<file path="src/rtl/arcade_input_pkg.sv">
`default_nettype none
// +-----------------------------------------------------------------------+
// | arcade_input_pkg                                                      |
// | Button bit map, PS/2 scan codes and coin FSM encoding for the hub.    |
// | Revision: 1.0                                                         |
// +-----------------------------------------------------------------------+
package arcade_input_pkg;

    localparam int C_BTN_RIGHT  = 0;
    localparam int C_BTN_LEFT   = 1;
    localparam int C_BTN_DOWN   = 2;
    localparam int C_BTN_UP     = 3;
    localparam int C_BTN_FIRE   = 4;
    localparam int C_BTN_START  = 5;
    localparam int C_BTN_SELECT = 6;
    localparam int C_BTN_COIN   = 7;

    // Arrow codes are matched with or without the E0 prefix
    localparam logic [7:0] C_SC_UP       = 8'h75;
    localparam logic [7:0] C_SC_DOWN     = 8'h72;
    localparam logic [7:0] C_SC_LEFT     = 8'h6B;
    localparam logic [7:0] C_SC_RIGHT    = 8'h74;
    localparam logic [7:0] C_SC_FIRE1_A  = 8'h29;
    localparam logic [7:0] C_SC_FIRE1_B  = 8'h14;
    localparam logic [7:0] C_SC_START1_A = 8'h05;
    localparam logic [7:0] C_SC_START1_B = 8'h16;
    localparam logic [7:0] C_SC_START2_A = 8'h06;
    localparam logic [7:0] C_SC_START2_B = 8'h1E;
    localparam logic [7:0] C_SC_COIN1    = 8'h2E;
    localparam logic [7:0] C_SC_COIN2    = 8'h36;
    localparam logic [7:0] C_SC_P2_UP    = 8'h2D;
    localparam logic [7:0] C_SC_P2_DOWN  = 8'h2B;
    localparam logic [7:0] C_SC_P2_LEFT  = 8'h23;
    localparam logic [7:0] C_SC_P2_RIGHT = 8'h34;
    localparam logic [7:0] C_SC_P2_FIRE  = 8'h1C;
    localparam logic [7:0] C_SC_TEST     = 8'h2C;

    typedef logic [0:0] coin_state_t;
    localparam coin_state_t C_COIN_IDLE  = 1'b0;
    localparam coin_state_t C_COIN_PULSE = 1'b1;

endpackage
`default_nettype wire

</file>
<file path="src/rtl/coin_pulse_stretcher.sv">
`default_nettype none
// +-----------------------------------------------------------------------+
// | coin_pulse_stretcher                                                  |
// | Turns a coin rising edge into a pulse exactly WIDTH_CYCLES long.      |
// | Revision: 1.0                                                         |
// +-----------------------------------------------------------------------+
module coin_pulse_stretcher
    import arcade_input_pkg::*;
#(
    parameter int WIDTH_CYCLES = 1200000
) (
    input  logic clk,
    input  logic rst,
    input  logic i_coin_raw,
    output logic o_pulse
);

    localparam int              C_CW   = $clog2(WIDTH_CYCLES);
    localparam logic [C_CW-1:0] C_LOAD = C_CW'(WIDTH_CYCLES - 1);

    coin_state_t     r_state;
    coin_state_t     w_state_nxt;
    logic [C_CW-1:0] r_cnt;
    logic            r_coin_d;
    logic            r_pulse;
    logic            w_pulse_nxt;
    logic            w_rise;

    // The edge history keeps tracking through reset so a coin held across
    // reset never counts as a fresh insertion.
    always_ff @(posedge clk) begin
        r_coin_d <= i_coin_raw;
    end

    assign w_rise = i_coin_raw & ~r_coin_d;

    always_ff @(posedge clk) begin
        if (rst) begin
            r_state <= C_COIN_IDLE;
        end else begin
            r_state <= w_state_nxt;
        end
    end

    always_comb begin
        w_state_nxt = r_state;
        case (r_state)
            C_COIN_IDLE:  if (w_rise) w_state_nxt = C_COIN_PULSE;
            C_COIN_PULSE: if (r_cnt == '0) w_state_nxt = C_COIN_IDLE;
            default:      w_state_nxt = C_COIN_IDLE;
        endcase
    end

    always_comb begin
        w_pulse_nxt = (r_state == C_COIN_PULSE);
    end

    always_ff @(posedge clk) begin
        if (rst) begin
            r_cnt   <= '0;
            r_pulse <= 1'b0;
        end else begin
            r_pulse <= w_pulse_nxt;
            if (r_state == C_COIN_IDLE && w_rise) begin
                r_cnt <= C_LOAD;
            end else if (r_state == C_COIN_PULSE && r_cnt != '0) begin
                r_cnt <= r_cnt - 1'b1;
            end
        end
    end

    assign o_pulse = r_pulse;

endmodule
`default_nettype wire

</file>
<file path="src/rtl/arcade_input_hub.sv">
`default_nettype none
// +-----------------------------------------------------------------------+
// | arcade_input_hub                                                      |
// | Config latch, PS/2 key decode, joystick merge, coin stretch, autofire.|
// | Revision: 1.0                                                         |
// +-----------------------------------------------------------------------+
module arcade_input_hub
    import arcade_input_pkg::*;
#(
    parameter int NUM_DIP_BYTES = 8,
    parameter int MOD_INDEX     = 1,
    parameter int DIP_INDEX     = 254,
    parameter int COIN_PULSE    = 1200000,
    parameter int AUTOFIRE_DIV  = 600000
) (
    input  logic                       clk_sys,
    input  logic                       RESET,
    input  logic                       ioctl_wr,
    input  logic [7:0]                 ioctl_index,
    input  logic [24:0]                ioctl_addr,
    input  logic [7:0]                 ioctl_dout,
    input  logic [10:0]                ps2_key,
    input  logic [15:0]                joystick_0,
    input  logic [15:0]                joystick_1,
    input  logic                       autofire_en,
    output logic [7:0]                 mod_id,
    output logic [8*NUM_DIP_BYTES-1:0] dip,
    output logic [7:0]                 p1_btn,
    output logic [7:0]                 p2_btn,
    output logic                       coin_pulse,
    output logic                       btn_test
);

    localparam int C_AFW = (AUTOFIRE_DIV > 1) ? $clog2(AUTOFIRE_DIV) : 1;
    localparam logic [C_AFW-1:0] C_AF_LAST = C_AFW'(AUTOFIRE_DIV - 1);

    // Configuration survives game reset; only the power-up value is defined.
    logic [7:0] r_mod_id = 8'h00;
    logic       w_dip_hit;

    always_ff @(posedge clk_sys) begin
        if (ioctl_wr && ioctl_index == 8'(MOD_INDEX)) begin
            r_mod_id <= ioctl_dout;
        end
    end

    assign w_dip_hit = ioctl_wr && (ioctl_index == 8'(DIP_INDEX)) &&
                       (ioctl_addr[24:5] == '0) &&
                       (32'(ioctl_addr[4:0]) < NUM_DIP_BYTES);

    for (genvar gv_k = 0; gv_k < NUM_DIP_BYTES; gv_k++) begin : g_dip
        logic [7:0] r_byte = 8'hFF;
        always_ff @(posedge clk_sys) begin
            if (w_dip_hit && ioctl_addr[4:0] == 5'(gv_k)) begin
                r_byte <= ioctl_dout;
            end
        end
        assign dip[8*gv_k +: 8] = r_byte;
    end

    logic       r_old_toggle;
    logic [7:0] r_p1_key, w_p1_key;
    logic [7:0] r_p2_key, w_p2_key;
    logic [1:0] r_coin_key, w_coin_key;
    logic       r_test_key, w_test_key;
    logic       w_ps2_evt;

    assign w_ps2_evt = (ps2_key[10] != r_old_toggle);

    always_comb begin
        w_p1_key   = r_p1_key;
        w_p2_key   = r_p2_key;
        w_coin_key = r_coin_key;
        w_test_key = r_test_key;
        if (w_ps2_evt) begin
            case (ps2_key[7:0])
                C_SC_UP:    w_p1_key[C_BTN_UP]    = ps2_key[9];
                C_SC_DOWN:  w_p1_key[C_BTN_DOWN]  = ps2_key[9];
                C_SC_LEFT:  w_p1_key[C_BTN_LEFT]  = ps2_key[9];
                C_SC_RIGHT: w_p1_key[C_BTN_RIGHT] = ps2_key[9];
                default: ;
            endcase
            if (!ps2_key[8]) begin
                case (ps2_key[7:0])
                    C_SC_FIRE1_A, C_SC_FIRE1_B:   w_p1_key[C_BTN_FIRE]  = ps2_key[9];
                    C_SC_START1_A, C_SC_START1_B: w_p1_key[C_BTN_START] = ps2_key[9];
                    C_SC_START2_A, C_SC_START2_B: w_p2_key[C_BTN_START] = ps2_key[9];
                    C_SC_COIN1:    w_coin_key[0]          = ps2_key[9];
                    C_SC_COIN2:    w_coin_key[1]          = ps2_key[9];
                    C_SC_P2_UP:    w_p2_key[C_BTN_UP]     = ps2_key[9];
                    C_SC_P2_DOWN:  w_p2_key[C_BTN_DOWN]   = ps2_key[9];
                    C_SC_P2_LEFT:  w_p2_key[C_BTN_LEFT]   = ps2_key[9];
                    C_SC_P2_RIGHT: w_p2_key[C_BTN_RIGHT]  = ps2_key[9];
                    C_SC_P2_FIRE:  w_p2_key[C_BTN_FIRE]   = ps2_key[9];
                    C_SC_TEST:     w_test_key             = ps2_key[9];
                    default: ;
                endcase
            end
        end
    end

    always_ff @(posedge clk_sys) begin
        if (RESET) begin
            r_old_toggle <= ps2_key[10];
            r_p1_key     <= '0;
            r_p2_key     <= '0;
            r_coin_key   <= '0;
            r_test_key   <= 1'b0;
        end else begin
            r_old_toggle <= ps2_key[10];
            r_p1_key     <= w_p1_key;
            r_p2_key     <= w_p2_key;
            r_coin_key   <= w_coin_key;
            r_test_key   <= w_test_key;
        end
    end

    logic [C_AFW-1:0] r_af_cnt;
    logic             r_af_phase;

    always_ff @(posedge clk_sys) begin
        if (RESET) begin
            r_af_cnt   <= '0;
            r_af_phase <= 1'b1;
        end else if (r_af_cnt == C_AF_LAST) begin
            r_af_cnt   <= '0;
            r_af_phase <= ~r_af_phase;
        end else begin
            r_af_cnt   <= r_af_cnt + 1'b1;
        end
    end

    logic [7:0] w_p1_mrg, w_p2_mrg;
    logic [7:0] r_p1_btn, r_p2_btn;
    logic       r_btn_test;

    always_comb begin
        w_p1_mrg = r_p1_key | joystick_0[7:0];
        w_p2_mrg = r_p2_key | joystick_1[7:0];
        w_p2_mrg[C_BTN_START] = w_p2_mrg[C_BTN_START] | joystick_0[C_BTN_SELECT];
        if (autofire_en) begin
            w_p1_mrg[C_BTN_FIRE] = w_p1_mrg[C_BTN_FIRE] & r_af_phase;
            w_p2_mrg[C_BTN_FIRE] = w_p2_mrg[C_BTN_FIRE] & r_af_phase;
        end
    end

    always_ff @(posedge clk_sys) begin
        if (RESET) begin
            r_p1_btn   <= '0;
            r_p2_btn   <= '0;
            r_btn_test <= 1'b0;
        end else begin
            r_p1_btn   <= w_p1_mrg;
            r_p2_btn   <= w_p2_mrg;
            r_btn_test <= r_test_key;
        end
    end

    logic w_coin_raw;
    assign w_coin_raw = (|r_coin_key) | joystick_0[C_BTN_COIN] | joystick_1[C_BTN_COIN];

    coin_pulse_stretcher #(
        .WIDTH_CYCLES (COIN_PULSE)
    ) u_coin (
        .clk        (clk_sys),
        .rst        (RESET),
        .i_coin_raw (w_coin_raw),
        .o_pulse    (coin_pulse)
    );

    logic w_unused;
    assign w_unused = &{1'b0, joystick_0[15:8], joystick_1[15:8]};

    assign mod_id   = r_mod_id;
    assign p1_btn   = r_p1_btn;
    assign p2_btn   = r_p2_btn;
    assign btn_test = r_btn_test;

endmodule
`default_nettype wire

</file>
<file path="config.mk">
export PLATFORM = sky130hd
export DESIGN_NAME = arcade_input_hub
export DESIGN_NICKNAME = d
export VERILOG_FILES = /design/src/rtl/arcade_input_pkg.sv /design/src/rtl/coin_pulse_stretcher.sv /design/src/rtl/arcade_input_hub.sv
export SDC_FILE = /design/constraint.sdc
export NUM_CORES = 1
export LEC_CHECK = 0
export CAP_MARGIN = 20
export CORE_MARGIN = 10
export CORE_UTILIZATION = 30
export DETAILED_ROUTE_END_ITERATION = 6
export GPL_TIMING_DRIVEN = 1
export PLACE_DENSITY = 0.61
export SLEW_MARGIN = 20
export SYNTH_ARGS = -nofsm -noshare
export SYNTH_HDL_FRONTEND = slang
export SYNTH_SLANG_ARGS = --single-unit
</file>
<file path="constraint.sdc">
create_clock -name clk_sys -period 5.8 [get_ports clk_sys]
set_input_delay 0.87 -clock clk_sys [delete_from_list [all_inputs] [get_ports clk_sys]]
set_output_delay 0.87 -clock clk_sys [all_outputs]
set_load 0.02 [all_outputs]
</file>
==> key figures, run 1 <==
Detailed routing
  • Initial DRT Pass Iterations: 4
  • Antenna viol nets, final: 0
  • WL final: 15.3 mm
  • Drt drc: 0
  • Via density: 4.79
  • Routed via count: 4196
  • DRT iter0 DRCs: ~220
  • Routed wire per std cell: approximately 17 µm

Power and ir drop
  • Total chip power: between 0.002 and 0.0025 W
  • Peak supply drop: 193 µV
  • PD cells: approximately 300 nW/µm²
  • Leakage power: 2.86 nW

Floorplanning
  • Die width: between 150 and 200 µm
  • Die ar.: 24600 µm²
  • Row Count: 49
  • Die Y: about 160 µm
  • I/O pin count: about 180
  • Initial Util: a little under a third
  • Core Area: 18200 µm²

Critical path
  • Flop2flop setup slack: around 3.5 ns
  • Critical path cell sequence: clkdlybuf4s50_1, nor4b_1, nand2_1, nor4_1, nand2_1, nor3_1
  • Worst reg-to-reg path cell count: 7
  • Crit path top cell by count: nand2_1
  • Reg2reg start: u_coin.r_cnt[0]
  • CP max-delay cell: nor3_1
  • Crit. End Element: register
  • Crit-path max cell delay: around 0.84 ns
  • Crit Path Class: in2reg
  • Crit path launch type: input pin
  • Worst EP arrival: 3.41 ns
  • CP Max Fanout: 8
  • Worst Path Required: between 5 and 6 ns
  • Worst r2r dst: u_coin.r_cnt[3]

Timing
  • Max transition margin: 29.9%
  • Peak Freq: 297 MHz
  • Fin. max-slew vios: 0
  • Setup TNS: 0 ns
  • Hold Slack: approximately 0.45 ns
  • Final setup viols: 0
  • Clock Skew: roughly 0.007 ns
  • Final count of hold timing violations: 0
  • Tmin final: between 3 and 4 ns
  • Final worst-path cycle share: approximately three fifths
  • RSZ-0062 raised after global routing: no
  • Slew @ Worst Pin: 1.04 ns

Clocking
  • Hold Buf Count CTS: 0
  • Cts repair resizes: 0
  • CTS Buf Count: 17
  • Clock buffer depth: 2
  • Root Driver: clkbuf_16
  • Register clock-pin slew on the reported worst setup and hold paths: roughly 0.070 ns
  • CTS Sinks: 150
  • Clk_lat worst skew: roughly 0.42 ns
  • Clock tree from TritonCTS: yes
  • H-tree Lvls: 4
  • Postcts setup bufs: 0

Worst hold path
  • Min-Delay Endpoint: r_af_cnt[0]
  • Hold Crit Start: r_af_cnt[0]
  • Hold Crit Depth: 1
  • Worst min path class: reg2reg

Logic synthesis
  • Syn_area_per_cell: roughly 12 µm²
  • Area of the mapped netlist: 5620 µm²
  • Synth Warn #: 0
  • EDFF count, synth: a little over 70
  • Yosys reg bits: 150
  • Part of the Yosys area used for sequential elements: 66.3%
  • Fraction of registers with async set/reset: 0%
  • Cells after Synth: between 400 and 500
  • Top FF cell, synth: dfxtp_1
  • Syn Nets: around 560
  • Synth cell types: 47

Final layout
  • Most frequent cells in the layout: clkdlybuf4s50_1 (160), nor2_1 (79), dfxtp_1 (78)
  • Layout cells sized above 1: under 10%
  • Fillers: around 1.7k
  • Finished Cell Area: 8060 µm²
  • # diodes: 0
  • Most common cell after layout, fill and taps aside: clkdlybuf4s50_1
  • Layout area overhead: 43.4%
  • Fin util: around 44%
  • Final net count: a little over 700

Global route
  • Vias in the first global route: approximately 4.2k
  • Met2 Resource Use GR: roughly a fifth
  • First-pass GRT wire length: 23.1 mm
  • Tot GR Track Use: 12.1%
  • Largest net degree at the start of global routing: 53
  • Antenna violations before repair: 0
  • GRT overflow: 0
  • Gr busiest metal: met2
  • M3 GR Usage: 5.02%
  • Met1 usage: about 14%

Placed design
  • Placed Area: roughly 7500 µm²
  • Hpwl dp: 11.6 mm
  • Placer congestion estimate: slightly above 0.8
  • Port bufs: 161

Job
  • Max Cap Viol: 0

Run status
  • Status: completed
worst max path at each step:
stage                              from            endpoint  slack, ns  depth (start not counted)
after global routing           ioctl_wr  g_dip[1].r_byte[7]       2.24                          6
after floorplan           ioctl_addr[6]  g_dip[0].r_byte[0]       3.12                          5
after detailed placement  ioctl_addr[6]  g_dip[0].r_byte[4]       1.90                          6
after CTS                      ioctl_wr  g_dip[0].r_byte[4]       2.32                          6
after global placement    ioctl_addr[6]  g_dip[0].r_byte[6]       1.98                          6
final                          ioctl_wr  g_dip[1].r_byte[7]       2.43                          6
cells in the mapped netlist, drive strengths merged, types with 10 or more instances:
master	instances	area [µm²]
mux2i	15	150
nor4	12	90.1
nand4	12	75.1
dfxtp	78	1560
nand2	21	78.8
nand2b	10	62.6
edfxtp	72	2160
xor2	20	175
nand3	10	50.1
nor3	16	85.1
nor2	79	297
inv	10	37.5
a21oi	13	65.1
xnor2	13	114
cells by family (layout without fill, tap and decap cells):
logic type / after synthesis / in the layout / synth area share [%]
XOR/XNOR: 33 / 33 / 5.14
adder cells (fa/ha/maj): 2 / 2 / 0.445
buffers and inverters: 25 / 203 / 1.74
AO/OA/AOI/OAI: 37 / 37 / 4.32
AND/OR/NAND/NOR: 206 / 206 / 19.2
multiplexers: 16 / 16 / 2.87
flip-flops: 150 / 150 / 66.3
power by group:
group | internal [W] | leakage [nW] | switching (W)
sequential | 0.00113 | 1.28 | 0.0000165
combinational | 0.0000928 | 1.29 | 0.000101
clock | 0.000583 | 0.294 | 0.000495
worst max-delay path, delay by kind of cell:
family,cells,cell delay [ns]
AND/OR/NAND/NOR,5,2.05
buffers and inverters,1,0.48
area by class of cell:
type,instances,area [µm²],share of cell area (%)
clock buffers,17,425,5.28
clock inverters,15,171,2.13
inverters,10,37.5,0.466
multi-input cells,294,1810,22.5
flip-flops and latches,150,3720,46.2
well taps,229,287,3.55
repair buffers,161,1610,19.9
metrics by stage:
| step | setup slack, ns | cells |
|---|---|---|
| finish | 2.43 | 876 |
| global route | 2.24 | 876 |
| CTS | 2.32 | 876 |
| detailed placement | 1.90 | 844 |
| global placement | 1.98 | 844 |
| floorplan | 3.12 | 469 |
layer usage:
layer	routed length (µm)	vias to the layer above
li1	-	2017
met1	6200	1978
met2	7000	188
met3	1910	13
met4	138	0
met5	0	-
flip-flops by register name, indices dropped and copies added, names as in the netlist:
register         cells
r_coin_key           2
u_coin.o_pulse       1
u_coin.r_state       1
u_coin.r_cnt        21
r_test_key           1
u_coin.r_coin_d      1
mod_id               8
p2_btn               8
r_af_phase           1
r_old_toggle         1
btn_test             1
p1_btn               8
r_af_cnt            20
r_p2_key             6
r_p1_key             6
g_dip.r_byte        64
Power figures use the tool's default switching activity.
==> run 2: changes to the inputs <==
clock period = 3.1 ns   (was 5.8 ns; I/O delays follow)
==> run 2 against run 1 <==
  * Critical path depth rose by 1
  * Global-route usage barely moved
  * Setup slack got worse by 1.7 ns
  * Routed wire length rose by 0.29%
  * Critical path type is now reg2reg
  * Largest power group unchanged
==> key figures, run 2 (same netlist as run 1, synthesis figures left out) <==
Final layout
  • Fillers: 1624 (was 1669)
  • Fin util: 44.5% (was 44.3%)
  • Number of flip-flops in the largest register: 64 (unchanged)
  • Biggest regs: g_dip.r_byte (64), u_coin.r_cnt (21), r_af_cnt (20) (unchanged)
  • Most frequent cells in the layout: clkdlybuf4s50_1 (160), nor2_1 (79), dfxtp_1 (78) (unchanged)
  • # diodes: 0 (unchanged)
  • Finished Cell Area: 8100 µm² (was 8060 µm²)
  • Layout cells sized above 1: 7.75% (was 6.34%)
  • Final net count: 735 (was 724)
  • Most common cell after layout, fill and taps aside: clkdlybuf4s50_1 (unchanged)
  • Seq. cell area: 3720 µm² (unchanged)
  • Area of the multi-input gates: 1810 µm² (about the same)
  • Largest Register: g_dip.r_byte (unchanged)
  • Layout area overhead: 44.2% (was 43.4%)

Detailed routing
  • Initial DRT Pass Iterations: 7 (was 4)
  • DRT iter0 DRCs: 205 (was 222)
  • WL final: 15.3 mm (about the same)
  • Routed via count: 4245 (was 4196)
  • Via density: 4.79 (about the same)
  • Antenna viol nets, final: 0 (unchanged)
  • Routed wire per std cell: 17.2 µm (was 17.4 µm)
  • Drt drc: 0 (unchanged)

Timing
  • Final worst slack: 0.762 ns (was 2.43 ns)
  • Fin. max-slew vios: 0 (unchanged)
  • Tmin final: around 2.3 ns
  • Final count of hold timing violations: 0 (unchanged)
  • Final setup viols: 0 (unchanged)
  • Clock Skew: 0.00726 ns (was 0.00698 ns)
  • RSZ-0062 raised after global routing: no (unchanged)
  • Peak Freq: roughly 430 MHz
  • Hold Slack: 0.461 ns (was 0.448 ns)
  • Slew @ Worst Pin: 0.971 ns (was 1.04 ns)
  • Setup TNS: 0 ns (unchanged)
  • Final worst-path cycle share: 75.4%
  • Max transition margin: 34.7% (was 29.9%)

Floorplanning
  • Die Y: 157 µm (unchanged)
  • Core Area: 18200 µm² (unchanged)
  • Initial Util: 30.9% (unchanged)
  • Die width: 157 µm (unchanged)
  • I/O pin count: 178 (unchanged)
  • Row Count: 49 (unchanged)
  • Die ar.: 24600 µm² (unchanged)

Worst hold path
  • Worst min path class: reg2reg (unchanged)
  • Hold Crit Start: r_af_cnt[0] (unchanged)

Global route
  • Vias in the first global route: 4210 (was 4151)
  • First-pass GRT wire length: 23.2 mm (was 23.1 mm)
  • Largest net degree at the start of global routing: 28 (was 53)
  • Antenna violations before repair: 0 (unchanged)
  • GRT overflow: 0 (unchanged)
  • Tot GR Track Use: 12.1% (about the same)

Critical path
  • Crit path from: u_coin.r_cnt[0] (was ioctl_wr)
  • CP Max Fanout: 10 (was 8)
  • Worst Path Required: 3.37 ns (was 5.84 ns)
  • Crit Path Class: reg2reg (was in2reg)
  • Crit. End Element: register (unchanged)
  • Worst EP arrival: 2.61 ns (was 3.41 ns)
  • Reg2reg start: u_coin.r_cnt[0] (unchanged)
  • Crit path launch type: register (was input pin)

Clocking
  • H-tree Lvls: 4 (unchanged)
  • Hold Buf Count CTS: 0 (unchanged)
  • Cts repair resizes: 0 (unchanged)
  • Postcts setup bufs: 0 (unchanged)
  • Root Driver: clkbuf_16 (unchanged)
  • CTS Buf Count: 17 (unchanged)
  • Clock buffer depth: 2 (unchanged)
  • CTS Sinks: 150 (unchanged)
  • Clk_lat worst skew: 0.42 ns (about the same)
  • Clock tree from TritonCTS: yes (unchanged)
  • Register clock-pin slew on the reported worst setup and hold paths: 0.07 ns (about the same)

Placed design
  • Port bufs: 161 (unchanged)
  • Dpl ws: 0.549 ns (was 1.90 ns)
  • Hpwl dp: 11.5 mm (was 11.6 mm)
  • Placed Area: 7540 µm² (was 7460 µm²)
  • Placer congestion estimate: 0.817 (was 0.822)

Power and ir drop
  • Leakage power: 2.90 nW (was 2.86 nW)
  • Peak supply drop: 380 µV (was 193 µV)
  • PD cells: 549 nW/µm² (was 300 nW/µm²)

Job
  • Max Cap Viol: 0 (unchanged)

Run status
  • Status: completed (unchanged)
run 2: path summary, 6_finish.rpt:
path	endpoint	slack [ns]	depth (start not counted)
worst max-delay path	u_coin.r_cnt[3]	0.76	7
worst min-delay path	r_af_cnt[0]	0.46	1
worst max register to register	u_coin.r_cnt[3]	0.76	7
worst min register to register	r_af_cnt[0]	0.46	1
run 2: final cells by class:
class / instances / area share [%]
repair buffers: 172 / 20.8
multi-input cells: 294 / 22.3
clock inverters: 15 / 1.67
clock buffers: 17 / 5.25
flip-flops and latches: 150 / 46.0
well taps: 229 / 3.54
inverters: 10 / 0.463
run 2: where the power goes:
part / switching [W] / total, W / internal (W)
Clock: 0.000881 / 0.00194 / 0.00106
Sequential: 0.0000319 / 0.00214 / 0.00211
Combinational: 0.000192 / 0.000366 / 0.000174
run 2: critical path, cell delays in order (launching register included):
cell	delay [ns]
dfxtp_1	0.34
inv_1	0.08
ha_1	0.23
or4b_1	0.68
nor2_1	0.29
a21oi_1	0.21
a211oi_1	0.28
a311oi_1	0.09
run 2: stage by stage:
step | std cells | power, W
2_1_floorplan | 469 | 0.00237
3_3_place_gp | 855 | 0.00254
3_5_place_dp | 855 | 0.00255
4_1_cts | 887 | 0.00451
5_1_grt | 887 | 0.00464
6_report | 887 | 0.00445
run 2: metal layers:
metal	up-vias	GRT usage, %	routed length (µm)
met4	0	4.18	208
met3	16	5.10	1770
met2	175	19.8	6840
met5	-	0	0
met1	2010	13.9	6490
li1	2044	-	-
==> run 3: changes to the inputs <==
clock period = 2.2 ns   (was 3.1 ns; I/O delays follow)
==> run 3 against run 2 <==
  * Largest power group unchanged
  * Sequential cell count unchanged
  * Combinational power increased by 51%
  * Critical path type unchanged
  * Cell count increased by 1.8%
  * Maximum frequency increased by 14%
  * Critical endpoint is now u_coin.r_cnt[14]
  * Via count decreased by 0.90%
  * Count of clock-buffer cells in the layout unchanged
  * Final area increased by 1.9%
  * Hold slack got worse by 0.18 ns
  * Clock skew decreased by 0.0020 ns
  * Non-clock buffer count increased by 16
==> key figures, run 3 (same netlist as run 1, synthesis figures left out) <==
Run status
  • Status: completed (unchanged)

Final layout
  • Final net count: 751 (was 735)
  • Fillers: 1612 (was 1624)
  • Fin util: 45.4% (was 44.5%)
  • Most frequent cells in the layout: clkdlybuf4s50_1 (160), nor2_1 (79), dfxtp_1 (78) (unchanged)
  • Layout cells sized above 1: 10.4% (was 7.75%)
  • Number of flip-flops in the largest register: 64 (unchanged)
  • Finished Cell Area: 8260 µm² (was 8100 µm²)
  • Layout area overhead: 46.9% (was 44.2%)
  • # diodes: 0 (unchanged)
  • Largest Register: g_dip.r_byte (unchanged)
  • Biggest regs: g_dip.r_byte (64), u_coin.r_cnt (21), r_af_cnt (20) (unchanged)
  • Most common cell after layout, fill and taps aside: clkdlybuf4s50_1 (unchanged)
  • Final cell count without fillers: 903 (was 887)

Clocking
  • Clock buffer depth: 2 (unchanged)
  • Register clock-pin slew on the reported worst setup and hold paths: 0.07 ns (about the same)
  • CTS Buf Count: 17 (unchanged)
  • Clk_lat worst skew: 0.42 ns (about the same)
  • Clock tree from TritonCTS: yes (unchanged)
  • Root Driver: clkbuf_16 (unchanged)
  • CTS Sinks: 150 (unchanged)
  • Hold Buf Count CTS: 0 (unchanged)
  • H-tree Lvls: 4 (unchanged)

Worst hold path
  • Worst min path class: in2reg (was reg2reg)

Critical path
  • Crit path launch type: register (unchanged)
  • Worst Path Required: 2.56 ns (was 3.37 ns)
  • Worst EP arrival: 2.41 ns (was 2.61 ns)
  • Crit. End Element: register (unchanged)
  • CP Max Fanout: 6 (was 10)
  • Crit Path Class: reg2reg (unchanged)

Timing
  • Clock Skew: 0.00528 ns (was 0.00726 ns)
  • Tmin final: 2.06 ns (was 2.34 ns)
  • RSZ-0062 raised after global routing: no (unchanged)
  • Fin. max-slew vios: 0 (unchanged)
  • Max transition margin: 56.1% (was 34.7%)
  • Final count of hold timing violations: 0 (unchanged)
  • Final worst-path cycle share: 93.5% (was 75.4%)
  • Final setup viols: 0 (unchanged)
  • Final worst slack: 0.144 ns (was 0.762 ns)
  • Slew @ Worst Pin: 0.653 ns (was 0.971 ns)
  • Peak Freq: 486 MHz (was 428 MHz)

Floorplanning
  • Initial Util: 30.9% (unchanged)
  • Core Area: 18200 µm² (unchanged)
  • Die Y: 157 µm (unchanged)
  • Row Count: 49 (unchanged)
  • Die width: 157 µm (unchanged)
  • I/O pin count: 178 (unchanged)
  • Die ar.: 24600 µm² (unchanged)

Global route
  • First-pass GRT wire length: 23.0 mm (was 23.2 mm)
  • Antenna violations before repair: 0 (unchanged)
  • Largest net degree at the start of global routing: 26 (was 28)
  • Vias in the first global route: 4239 (was 4210)
  • GRT overflow: 0 (unchanged)
  • Tot GR Track Use: 12.0% (was 12.1%)

Detailed routing
  • Routed via count: 4207 (was 4245)
  • Drt drc: 0 (unchanged)
  • Initial DRT Pass Iterations: 4 (was 7)
  • Via density: 4.66 (was 4.79)
  • WL final: 15.1 mm (was 15.3 mm)
  • Routed wire per std cell: 16.7 µm (was 17.2 µm)
  • DRT iter0 DRCs: 178 (was 205)
  • Antenna viol nets, final: 0 (unchanged)

Power and ir drop
  • Peak supply drop: 505 µV (was 380 µV)
  • Net Switching: 0.00160 W (was 0.00110 W)
  • Logic pwr share: 8.7% (was 8.2%)
  • Seq pwr share: 47.4% (was 48.2%)
  • Pint: 0.00477 W (was 0.00335 W)
  • Sw Share: 25.1% (was 24.8%)
  • PD cells: 772 nW/µm² (was 549 nW/µm²)
  • Clock network fraction of design power: 43.9% (was 43.6%)
  • Total chip power: 0.00637 W (was 0.00445 W)
  • Leakage power: 2.99 nW (was 2.90 nW)

Placed design
  • Dpl ws: -0.227 ns (was 0.549 ns)
  • Port bufs: 161 (unchanged)
  • Placer congestion estimate: 0.867 (was 0.817)
  • Inst Count DP: 870 (was 855)
  • Placed Area: 7650 µm² (was 7540 µm²)
  • Hpwl dp: 11.7 mm (was 11.5 mm)

Job
  • Max Cap Viol: 0 (unchanged)
## run 3: cell types whose count changed in the layout (fill, tap and decap cells not counted), sizes merged
cell	previous run	this run
buf	12	28
clkinvlp	2	3
clkinv	4	3
## run 3: through the flow
step / setup TNS (ns) / hold WS, ns
2_1_floorplan: 0 / 0.358
3_3_place_gp: -12.51 / 0.430
3_5_place_dp: -10.93 / 0.432
4_1_cts: 0 / 0.261
5_1_grt: 0 / 0.284
6_report: 0 / 0.277
## run 3: layer usage
metal,vias up,routed length (µm),global-route usage (%)
met5,-,0,0
met4,0,274,4.72
met3,19,1690,4.63
met2,180,6760,19.6
met1,1933,6380,13.9
li1,2075,-,-
## run 3: area by class of cell
cell class	count	area, µm²	share of cell area [%]
Clock buffer	17	425	5.15
Sequential cell	150	3720	45.1
Clock inverter	15	160	1.94
Multi-Input combinational cell	294	1820	22.0
Tap cell	229	287	3.47
Timing Repair Buffer	188	1810	21.9
Inverter	10	37.5	0.455
## run 3: what timing repair did
| action | 4_1_cts | 5_1_grt |
|---|---|---|
| setup endpoints to repair | 0 | 11 |
| gates resized for setup | 0 | 3 |
| setup buffers | 0 | 1 |
## run 3: worst max-delay path, stage by stage, from the launching register on
cell and delay [ns]:
dfxtp_1 0.34, inv_1 0.09, ha_2 0.22, or4b_4 0.53, nor4_4 0.21, buf_4 0.18, nand3_1 0.10, xor2_1 0.18
a21oi_1 0.15
## run 3: final timing paths
kind	start	end	slack (ns)	cells after the start
worst min register to register	r_test_key	btn_test	0.45	2
worst max-delay path	u_coin.r_cnt[0]	u_coin.r_cnt[14]	0.14	8
worst min-delay path	RESET	u_coin.r_cnt[11]	0.28	3
worst max register to register	u_coin.r_cnt[0]	u_coin.r_cnt[14]	0.14	8
## run 3: power by group through the flow
stage	registers [W]	logic (W)	clock network, W
6_report	0.00302	0.000553	0.00280
4_1_cts	0.00302	0.000545	0.00288
2_1_floorplan	0.00309	0.000244	0
3_3_place_gp	0.00308	0.000529	0
3_5_place_dp	0.00308	0.000542	0
5_1_grt	0.00303	0.000602	0.00300
